`config.mk`:
```
export PLATFORM = sky130hd
export DESIGN_NAME = muldiv_unit
export DESIGN_NICKNAME = d
export VERILOG_FILES = /design/src/rtl/muldiv_unit.sv
export SDC_FILE = /design/constraint.sdc
export NUM_CORES = 1
export LEC_CHECK = 0
export ABC_AREA = 1
export CAP_MARGIN = 20
export CORE_MARGIN = 2
export CORE_UTILIZATION = 30
export DETAILED_ROUTE_END_ITERATION = 7
export PLACE_DENSITY = 0.51
export SYNTH_ARGS = -nofsm -noshare
export SYNTH_HDL_FRONTEND = slang
export SYNTH_SLANG_ARGS = --single-unit
```
`constraint.sdc`:
```
create_clock -name clk -period 3.9 [get_ports clk]
set_input_delay 0.78 -clock clk [delete_from_list [all_inputs] [get_ports clk]]
set_output_delay 0.78 -clock clk [all_outputs]
set_load 0.01 [all_outputs]
```
`src/rtl/muldiv_unit.sv`:
```
// muldiv_unit: multi-cycle multiply/divide unit owning the HI/LO register pair.
// Shift-add multiply and restoring divide, one bit per cycle, followed by a
// single sign-fix cycle. Optional divider datapath: define MULDIV_DIVIDER_EN.
module muldiv_unit #(
    parameter int WIDTH = 32
) (
    input  logic             clk,
    input  logic             rst_n,
    input  logic             start_i,
    input  logic [2:0]       op_i,
    input  logic [WIDTH-1:0] a_i,
    input  logic [WIDTH-1:0] b_i,
    input  logic             flush_i,
    output logic             busy_o,
    output logic             done_o,
    output logic [WIDTH-1:0] hi_o,
    output logic [WIDTH-1:0] lo_o
);
    localparam int CW = $clog2(WIDTH) + 1;
    localparam logic [2:0] OP_MULT  = 3'd0;
    localparam logic [2:0] OP_MULTU = 3'd1;
    localparam logic [2:0] OP_DIV   = 3'd2;
    localparam logic [2:0] OP_DIVU  = 3'd3;
    localparam logic [2:0] OP_MTHI  = 3'd4;
    localparam logic [2:0] OP_MTLO  = 3'd5;

    typedef enum logic [1:0] {S_IDLE, S_CALC, S_FIX, S_DONE} state_t;

    state_t             state_q, state_d;
    logic [CW-1:0]      cnt_q, cnt_d;
    // mul: {partial product, multiplier}; div: {remainder, quotient}
    logic [2*WIDTH-1:0] acc_q, acc_d;
    // mul: multiplicand magnitude; div: divisor magnitude
    logic [WIDTH-1:0]   opb_q, opb_d;
    logic               neg_q, neg_d;
    logic [WIDTH-1:0]   hi_q, hi_d, lo_q, lo_d;

    logic               is_signed;
    logic [WIDTH-1:0]   abs_a, abs_b;
    logic [WIDTH:0]     mul_sum;
    logic [2*WIDTH-1:0] prod_fix;
`ifdef MULDIV_DIVIDER_EN
    logic               is_div_q, is_div_d;
    logic               rneg_q, rneg_d;
    logic [WIDTH-1:0]   araw_q, araw_d;
    logic [WIDTH:0]     div_shift, div_diff;
    logic [WIDTH-1:0]   quo_fix, rem_fix;
`endif

    // Operand magnitudes and per-iteration datapath
    always_comb begin
        is_signed = (op_i == OP_MULT) || (op_i == OP_DIV);
        abs_a     = (is_signed && a_i[WIDTH-1]) ? -a_i : a_i;
        abs_b     = (is_signed && b_i[WIDTH-1]) ? -b_i : b_i;
        mul_sum   = {1'b0, acc_q[2*WIDTH-1:WIDTH]} + {1'b0, {WIDTH{acc_q[0]}} & opb_q};
        prod_fix  = neg_q ? -acc_q : acc_q;
`ifdef MULDIV_DIVIDER_EN
        div_shift = acc_q[2*WIDTH-1:WIDTH-1];
        div_diff  = div_shift - {1'b0, opb_q};
        quo_fix   = neg_q  ? -acc_q[WIDTH-1:0]       : acc_q[WIDTH-1:0];
        rem_fix   = rneg_q ? -acc_q[2*WIDTH-1:WIDTH] : acc_q[2*WIDTH-1:WIDTH];
`endif
    end

    // Next-state, operand capture, iteration and HI/LO write-back
    always_comb begin
        state_d  = state_q;
        cnt_d    = cnt_q;
        acc_d    = acc_q;
        opb_d    = opb_q;
        neg_d    = neg_q;
        hi_d     = hi_q;
        lo_d     = lo_q;
`ifdef MULDIV_DIVIDER_EN
        is_div_d = is_div_q;
        rneg_d   = rneg_q;
        araw_d   = araw_q;
`endif
        case (state_q)
            S_IDLE, S_DONE: begin
                state_d = S_IDLE;
                if (start_i) begin
                    case (op_i)
                        OP_MULT, OP_MULTU: begin
                            state_d = S_CALC;
                            cnt_d   = '0;
                            acc_d   = {{WIDTH{1'b0}}, abs_b};
                            opb_d   = abs_a;
                            neg_d   = is_signed && (a_i[WIDTH-1] ^ b_i[WIDTH-1]);
`ifdef MULDIV_DIVIDER_EN
                            is_div_d = 1'b0;
`endif
                        end
                        OP_DIV, OP_DIVU: begin
`ifdef MULDIV_DIVIDER_EN
                            state_d  = S_CALC;
                            cnt_d    = '0;
                            acc_d    = {{WIDTH{1'b0}}, abs_a};
                            opb_d    = abs_b;
                            neg_d    = is_signed && (a_i[WIDTH-1] ^ b_i[WIDTH-1]);
                            rneg_d   = is_signed && a_i[WIDTH-1];
                            araw_d   = a_i;
                            is_div_d = 1'b1;
`else
                            // No divider: acknowledge immediately, HI/LO untouched
                            state_d = S_DONE;
`endif
                        end
                        OP_MTHI: hi_d = a_i;
                        OP_MTLO: lo_d = a_i;
                        default: ;
                    endcase
                end
            end
            S_CALC: begin
                if (flush_i) begin
                    state_d = S_IDLE;
                end else begin
                    cnt_d = cnt_q + 1'b1;
                    if (cnt_q == CW'(WIDTH - 1)) state_d = S_FIX;
`ifdef MULDIV_DIVIDER_EN
                    if (is_div_q) begin
                        // Restoring step: subtract only when no borrow
                        if (!div_diff[WIDTH]) acc_d = {div_diff[WIDTH-1:0], acc_q[WIDTH-2:0], 1'b1};
                        else                  acc_d = {div_shift[WIDTH-1:0], acc_q[WIDTH-2:0], 1'b0};
                    end else
`endif
                    acc_d = {mul_sum, acc_q[WIDTH-1:1]};
                end
            end
            S_FIX: begin
                if (flush_i) begin
                    state_d = S_IDLE;
                end else begin
                    state_d = S_DONE;
`ifdef MULDIV_DIVIDER_EN
                    if (is_div_q) begin
                        // Zero divisor reports the raw dividend, not the sign-fixed one
                        if (opb_q == '0) begin
                            lo_d = '1;
                            hi_d = araw_q;
                        end else begin
                            lo_d = quo_fix;
                            hi_d = rem_fix;
                        end
                    end else
`endif
                    begin
                        hi_d = prod_fix[2*WIDTH-1:WIDTH];
                        lo_d = prod_fix[WIDTH-1:0];
                    end
                end
            end
            default: state_d = S_IDLE;
        endcase
    end

    // State and datapath registers
    always_ff @(posedge clk or negedge rst_n) begin
        if (!rst_n) begin
            state_q  <= S_IDLE;
            cnt_q    <= '0;
            acc_q    <= '0;
            opb_q    <= '0;
            neg_q    <= 1'b0;
            hi_q     <= '0;
            lo_q     <= '0;
`ifdef MULDIV_DIVIDER_EN
            is_div_q <= 1'b0;
            rneg_q   <= 1'b0;
            araw_q   <= '0;
`endif
        end else begin
            state_q  <= state_d;
            cnt_q    <= cnt_d;
            acc_q    <= acc_d;
            opb_q    <= opb_d;
            neg_q    <= neg_d;
            hi_q     <= hi_d;
            lo_q     <= lo_d;
`ifdef MULDIV_DIVIDER_EN
            is_div_q <= is_div_d;
            rneg_q   <= rneg_d;
            araw_q   <= araw_d;
`endif
        end
    end

    assign busy_o = (state_q == S_CALC) || (state_q == S_FIX);
    assign done_o = (state_q == S_DONE);
    assign hi_o   = hi_q;
    assign lo_o   = lo_q;
endmodule

```
Word level (Yosys, flattened, before mapping)
Index checks and enable logic that the tools add are counted.
- output and inout bits: 66
- word-level logic and storage cells: 71
- bits of input ports: 71
- register bits after elaboration: 169
- equal/unequal tests: 16
- reductions and logical operators: 16
- add/sub/neg operators: 5
- bitwise operators: 2
- mux-type cells: 25
- operators with widths (cell ; number):
    $mux 32 ; 8
    $mux 64 ; 4
    $pmux 32 s2 ; 2
    $pmux 64 s2 ; 1
    $neg 32->32 ; 2
    $neg 64->64 ; 1
    $add 32x32->33 ; 1
    $and 32x32->32 ; 1
    $mux 6 ; 3
    $pmux 6 s2 ; 1
    $reduce_and 4->1 ; 3
    $mux 2 ; 4
    $add 6x1->6 const B ; 1
    $eq 3x2->1 const B ; 2
    $eq 3x3->1 const B ; 2
    $eq 6x5->1 const B ; 1
    $ne 2x1->1 const B ; 3
    $ne 2x2->1 const B ; 3
    $pmux 2 s3 ; 1
    $reduce_or 2->1 ; 3
    $eq 2x2->1 const B ; 2
    $pmux 2 s2 ; 1
    $reduce_bool 2->1 ; 2
    $eq 3x1->1 const B ; 1
    8 further kinds ; 11

Longest topological paths before layout
Gate-level depths: netlist of the first run.
- depth after elaboration: 7
- gate-level depth with buffers: 19
- depth with buffers taken out: 17

Least setup slack after synthesis of the first run
Ideal clock, no wire load.
- kind: register -> register
- start: register acc_q[0]
- end: register acc_q[51]
- data required time: 3766 ps
- slack: 1562 ps
- stages on the path, launching flop included: 20
- path buffers: 2
- period minus slack after synthesis: 2338 ps
- data arrival time: 2204 ps
- cell sequence: dfrtp_1 -> buf_6 -> clkbuf_1 -> nand2_1 -> inv_1 -> ha_1 -> inv_1 -> fa_1 -> inv_1 -> nand3_1 -> nand2_1 -> nand2_1 -> nand2_1 -> nand2_1 -> nand2_1 -> nand2_1 -> nand2_1 -> nand2_1 -> nand3_1 -> o21ai_0
- word-level cells in the longest chain between the ends: 4
- RTL lines (element ; RTL line ; source):
    from (decl) ; 32 ; logic [2*WIDTH-1:0] acc_q, acc_d;
    from (signal assigned) ; 163 ; acc_q <= '0;
    from (signal assigned) ; 176 ; acc_q <= acc_d;
    $and 32x32->32 ; 55 ; mul_sum = {1'b0, acc_q[2*WIDTH-1:WIDTH]} + {1'b0, {WIDTH{acc_q[0]}} & opb_q};
    $add 32x32->33 ; 55 ;
    $mux 64 ; 116 ; if (flush_i) begin
    $pmux 64 s2 ; 79 ; case (state_q)
Every way passes these cells. The select of a mux whose other input is x is not followed.
A chain may end at the register's enable or synchronous reset.

Final worst setup path of the first run
- start: register acc_q[0]
- end: register acc_q[61]
Same word-level chain as after synthesis.

==> metrics.txt, run 1 <==
TritonRoute pass-1 iters=5; CP Max Fanout=5; Final Setup Violations=0; setup TNS=0 ns; Synth async-reset ratio=100%; TritonCTS Buffers=17; Root Driver=clkbuf_16; clock slew at reported path FFs=0.08 ns; CTS Hold Bufs=0; Internal=around 0.0052 W; Cells after Synth=2182; CP max stage delay=0.58 ns; via count=14700; nets@finish=2394; Post-synth EDFFs=0; FF-to-FF setup slack=0.99 ns; Yosys top cell area share=between 30 and 40%; drt drc=0; syn_nets=2293; grt met2 use=40.6%; clk_lat worst skew=0.47 ns; Row Count=77; io pins=137; Worst VDD drop=332 µV; synthesis warning total=0; ANT cells=0; worst-case reg-to-reg path depth=17; post-CTS setup buffer count=0; first-pass GRT wire length=between 80000 and 90000 µm; CTS tree=done; Initial Utilization=a little under a third; initial antenna violation count=0; post-synthesis register bit count=169; Cell Chain, Critical Path=nand2_1 > inv_1 > ha_1 > inv_1 > fa_1 > inv_1 > nand3_1 > nand2_1 > nand2_1 > nand2_1 > nand3_1 > nand2_1 > nand2_1 > nand2_1 > nand2_1 > nand3_1 > nand2_1; layout cell share with drive strength beyond 1=approximately 4.5%; Final Power=around 0.0098 W; maximum clock path buffer count=2; sequential element share of the synthesized area=31.1%; Critical Path Start Type=register; routability cong.=approximately 0.96; Seq pwr share=31.4%; M1 GR Usage=31.8%; Die H=217 µm; Design Area, Final=0.0161 mm²; clock share of power=18.8%; Final ANT Viol Nets=0; Core Util, Final=36.1%; Netlist cell types=54; Pwr Density=611 mW/mm²; gr usage total=24.2%; DR iter-0 viols=between 1000 and 1500; cell leakage power=between 7 and 8 nW; most frequent cells in the layout=581 x nand2_1, 381 x nor2_1, 250 x inv_1; largest net degree at the start of global routing=between 60 and 70; vias in the first global route=14400; post-CTS sizing=0; H-tree levels=4; WP data required=4.25 ns; fmax=about 340 MHz; ys flop type=dfrtp_1; Routed WL per cell=19.6 µm; Die Width=217 µm; Crit Path Class=reg -> reg; Hold Path Class=in -> async; syn avg cell area=6.23 µm²; Sink Count=169; net switching power=0.00462 W; Slew HR=just under 50%; CP most frequent cell=nand2_1; Filler cells=4969; top cell family by delay on the critical path=simple AND/OR/NAND/NOR gates; gr ovfl total=0; Layout Area Growth over Synthesis=18.1%; Mapped Area=0.0136 mm²; GR met3 Demand/Resource=3.35%; Reg-to-Reg Start=acc_q[0]$_DFFE_PN0P_; Vias per Instance=between 5 and 6; Max Cap Violations=0; post-route clock period utilization=74.5%; CP arrival=around 3.3 ns; reg-to-reg endpoint=acc_q[61]$_DFFE_PN0P_; combinational share of power=slightly below 50%; final hold vios=0; commonest non-fill, non-tap cell in the layout=nand2_1; Slew Viols, Final=0; WP buf/inv=3; CP max-delay cell=dfrtp_1; status=complete, no violations; Worst-Margin Slew=a little under 0.8 ns; DRT Wirelength=~57000 µm; RSZ-0062 raised after global routing=false; most used routing layer=met2; Core Box Area=0.0445 mm²; Final HPWL DP=approximately 46000 µm; die area=~0.047 mm²; synth top area cells=dfrtp_1 31%, nand2_1 16%, nor2_1 11%, nand3_1 6.9%, inv_1 6.9%; Net Sw Frac=47.1%; Worst Skew=around 0.026 ns; dpl cell area=0.0154 mm²; Critical Path End Type=register; minimum clock period=2.91 ns; IO buf count=136; Yosys top cell by area=dfrtp_1
[metrics by stage]
stage	setup slack [ns]	std cells	hold WS, ns
after detailed placement	0.829	2856	0.473
after global placement	0.849	2856	0.471
after global routing	0.682	2888	0.296
after CTS	1.01	2888	0.272
after floorplan	1.56	2182	0.449
final	0.994	2888	0.268
[metal layers]
layer,share of wire (%),up-vias
li1,-,7241
met1,44,7006
met2,48,419
met3,4.9,71
met4,3.3,0
met5,0,-
[cell type report]
class | count | area (µm²) | area share (%)
inverter | 263 | 997 | 6.21
multi-input combinational | 1683 | 8000 | 49.8
clock inverter | 14 | 181 | 1.13
tap | 592 | 741 | 4.61
timing repair buffer | 149 | 1470 | 9.17
clock buffer | 18 | 439 | 2.74
sequential | 169 | 4230 | 26.3
[worst max path at each step]
stage / end / startpoint / depth (start not counted) / slack (ns)
after global routing: acc_q[51]$_DFFE_PN0P_ / acc_q[0]$_DFFE_PN0P_ / 17 / 0.68
after CTS: acc_q[61]$_DFFE_PN0P_ / acc_q[0]$_DFFE_PN0P_ / 17 / 1.01
after detailed placement: neg_q$_DFFE_PN0P_ / op_i[2] / 7 / 0.83
after floorplan: acc_q[51]$_DFFE_PN0P_ / acc_q[0]$_DFFE_PN0P_ / 19 / 1.56
after global placement: neg_q$_DFFE_PN0P_ / op_i[2] / 7 / 0.85
final: acc_q[61]$_DFFE_PN0P_ / acc_q[0]$_DFFE_PN0P_ / 17 / 0.99
[cell usage after synthesis (all sizes together) (12+ instances only)]
library cell	instances
nand3	191
o211ai	12
nand2	592
buf	41
o21ai	166
nor2	391
nand4	22
a21oi	159
dfrtp	169
clkbuf	26
ha	39
xor2	23
a31oi	20
nor3	25
inv	258
[flip-flops by register name, summed over array words and instances, names as in the netlist]
name     count
acc_q       64
cnt_q        6
hi_o        32
lo_o        32
neg_q        1
opb_q       32
state_q      2
[kinds of logic after synthesis]
logic type                 after synthesis  synth area share, %
DFF                                    169                 31.1
AOI/OAI and AO/OA                      378                 15.1
xor gates and xnor gates                25                 1.61
buffers and inverters                  330                 10.1
and+or+nand+nor                       1240                 38.3
adders and majority gates               40                 3.74
[worst reg2reg max path, stage by stage (launching register included)]
cell and delay [ns]:
dfrtp_1 0.58, nand2_1 0.22, inv_1 0.10, ha_1 0.20
inv_1 0.09, fa_1 0.37, inv_1 0.10, nand3_1 0.07
nand2_1 0.13, nand2_1 0.06, nand2_1 0.14, nand3_1 0.09
nand2_1 0.23, nand2_1 0.13, nand2_1 0.08, nand2_1 0.04
nand3_1 0.10, nand2_1 0.07
[power by group through the flow]
stage | clock (W) | sequential, W | combinational (W)
final | 0.00185 | 0.00308 | 0.00488
after global routing | 0.00195 | 0.00317 | 0.00543
after CTS | 0.00188 | 0.00309 | 0.00489
after detailed placement | 0 | 0.00311 | 0.00486
after global placement | 0 | 0.00311 | 0.00486
after floorplan | 0 | 0.00300 | 0.00291
No activity file was read; power rests on OpenSTA's default activity.
==> inputs of run 2 (changes only) <==
==> constraint.sdc (replaced) <==
create_clock -name clk -period 2.7 [get_ports clk]
set_input_delay 0.54 -clock clk [delete_from_list [all_inputs] [get_ports clk]]
set_output_delay 0.54 -clock clk [all_outputs]
set_load 0.01 [all_outputs]
==> run 2 against run 1 <==
Total power increased by 46%. Critical path depth down 6. Sequential power up 45%. Combinational power rose by 50%. Global-route usage up 0.83 points. Utilization up 0.68 points. First-iteration DRC count increased by 3.4%. Maximum frequency is 16% higher. Cell count rose by 1.2%. Clock skew decreased by 0.0098 ns. Non-clock buffer count grew 36. Critical path type unchanged. Critical endpoint is now hi_o[6]$_DFFE_PN0P_. Largest cell class unchanged. Largest power group unchanged.
==> metrics.txt, run 2 (synthesis gave the netlist of run 1 again) <==
H-tree levels=4 (unchanged); Row Count=77 (unchanged); Die Width=217 µm (unchanged); Final Setup Violations=0 (unchanged); Critical Path End Type=register (unchanged); Hold Path Class=reg -> reg (was in -> async); Die H=217 µm (unchanged); Final WS setup=0.186 ns (was 0.994 ns); post-route clock period utilization=93.1% (was 74.5%); multi-input logic area=0.00800 mm² (unchanged); max reg flops=64 (unchanged); layout cell share with drive strength beyond 1=5.96% (was 4.53%); die area=0.0470 mm² (unchanged); commonest non-fill, non-tap cell in the layout=nand2_1 (unchanged); RSZ-0062 raised after global routing=false (unchanged); Sink Count=169 (unchanged); Final HPWL DP=48300 µm (was 45900 µm); Initial Utilization=30.5% (unchanged); Critical Path Start Type=register (unchanged); Layout Area Growth over Synthesis=20.4% (was 18.1%); Final ANT Viol Nets=0 (unchanged); status=complete, no violations (unchanged); CP Max Fanout=6 (was 5); FF/Latch Area=0.00423 mm² (unchanged); most frequent cells in the layout=581 x nand2_1, 381 x nor2_1, 250 x inv_1 (unchanged); dpl cell area=0.0158 mm² (was 0.0154 mm²); Root Driver=clkbuf_16 (unchanged); largest net degree at the start of global routing=88 (was 69); fmax=398 MHz (was 344 MHz); Worst VDD drop=455 µV (was 332 µV); DR iter-0 viols=1315 (was 1272); Slew HR=64.1% (was 48.4%); gr ovfl total=0 (unchanged); final hold vios=0 (unchanged); Worst Skew=0.0160 ns (was 0.0257 ns); first-pass GRT wire length=87700 µm (was 86100 µm); io pins=137 (unchanged); CP max stage delay=0.42 ns (was 0.58 ns); Crit Path Class=reg -> reg (unchanged); minimum clock period=2.51 ns (was 2.91 ns); setup TNS=0 ns (unchanged); WP data required=3.10 ns (was 4.25 ns); drt drc=0 (unchanged); clk_lat worst skew=0.47 ns (about the same); nets@finish=2430 (was 2394); clock slew at reported path FFs=0.08 ns (about the same); Max Cap Violations=0 (unchanged); IO buf count=136 (unchanged); CP max-delay cell=dfrtp_1 (unchanged); via count=15000 (was 14700); CP arrival=2.91 ns (was 3.26 ns); CTS tree=done (unchanged); maximum clock path buffer count=2 (unchanged); Core Util, Final=36.8% (was 36.1%); Routed WL per cell=20.2 µm (was 19.6 µm); CP most frequent cell=nand2_1 (unchanged); Top reg by flops=acc_q (unchanged); ANT cells=0 (unchanged); Worst-Margin Slew=0.534 ns (was 0.774 ns); TritonRoute pass-1 iters=5 (unchanged); pre-CTS WS=0.164 ns (was 0.829 ns); routability cong.=0.961 (was 0.956); Core Box Area=0.0445 mm² (unchanged); vias in the first global route=14200 (was 14400); Final Power=0.0143 W (was 0.00981 W); Design Area, Final=0.0164 mm² (was 0.0161 mm²); Slew Viols, Final=0 (unchanged); Cell Chain, Critical Path=buf_4 > clkinv_2 > ha_1 > nand2_1 > nor2_2 > nand3b_2 > o21ai_2 > nand2_1 > nand2_1 > nand3_1 > a21oi_1 (was nand2_1 > inv_1 > ha_1 > inv_1 > fa_1 > inv_1 > nand3_1 > nand2_1 > nand2_1 > nand2_1 > nand3_1 > nand2_1 > nand2_1 > nand2_1 > nand2_1 > nand3_1 > nand2_1); TritonCTS Buffers=17 (unchanged); Vias per Instance=5.15 (was 5.10); cell leakage power=8.05 nW (was 7.88 nW); DRT Wirelength=59200 µm (was 56600 µm); initial antenna violation count=0 (unchanged); Filler cells=4978 (was 4969); gr usage total=25.0% (was 24.2%); Pwr Density=874 mW/mm² (was 611 mW/mm²)
run 2: cell type report:
type / instances / area share, %
sequential: 169 / 25.9
timing repair buffer: 185 / 11.1
inverter: 263 / 6.10
clock buffer: 19 / 2.77
clock inverter: 13 / 0.757
tap: 592 / 4.53
multi-input combinational: 1683 / 48.9
run 2: power breakdown:
part / total [W] / internal, W / leakage, nW / switching (W)
combinational: 0.00730 / 0.00272 / 5.71 / 0.00459
sequential: 0.00448 / 0.00349 / 2.07 / 0.000994
clock: 0.00251 / 0.00127 / 0.279 / 0.00124
total: 0.0143 / 0.00747 / 8.05 / 0.00683
run 2: worst paths after layout:
check                                         to  depth (start not counted)            startpoint  slack [ns]
max                          hi_o[6]$_DFFE_PN0P_                         11  acc_q[0]$_DFFE_PN0P_        0.19
min                         opb_q[5]$_DFFE_PN0P_                          2  opb_q[5]$_DFFE_PN0P_        0.49
max reg2reg                  hi_o[6]$_DFFE_PN0P_                         11  acc_q[0]$_DFFE_PN0P_        0.19
min reg2reg                 opb_q[5]$_DFFE_PN0P_                          2  opb_q[5]$_DFFE_PN0P_        0.49
max in group asynchronous   lo_o[31]$_DFFE_PN0P_                          3                 rst_n        1.39
min in group asynchronous  acc_q[31]$_DFFE_PN0P_                          2                 rst_n        0.57
run 2: what timing repair did:
item | in CTS | in global routing
endpoints found under the hold margin | 25 | 0
buffers inserted | 0 | 0
gates resized for setup | 0 | 0
hold buffers | 1 | 0
run 2: per-stage QoR:
step / hold slack, ns / cells
after global placement: 0.469 / 2891
after detailed placement: 0.479 / 2891
after floorplan: 0.244 / 2182
after global routing: 0.506 / 2924
after CTS: 0.497 / 2924
final: 0.494 / 2924
run 2: metal layers:
| metal | vias up | part of all wire (%) | global-route usage [%] |
|---|---|---|---|
| met4 | 0 | 4.0 | 10.4 |
| met3 | 76 | 5.1 | 3.45 |
| met1 | 7193 | 44 | 32.7 |
| met2 | 463 | 47 | 41.5 |
| met5 | - | 0 | 0 |
| li1 | 7317 | - | - |
run 2: worst max-delay path: cells and delay by family (launching register included):
family | cells | cell delay [ns]
simple gates | 6 | 0.96
compound gates | 2 | 0.56
flops | 1 | 0.42
buf+inv | 2 | 0.28
fa+ha+maj | 1 | 0.20
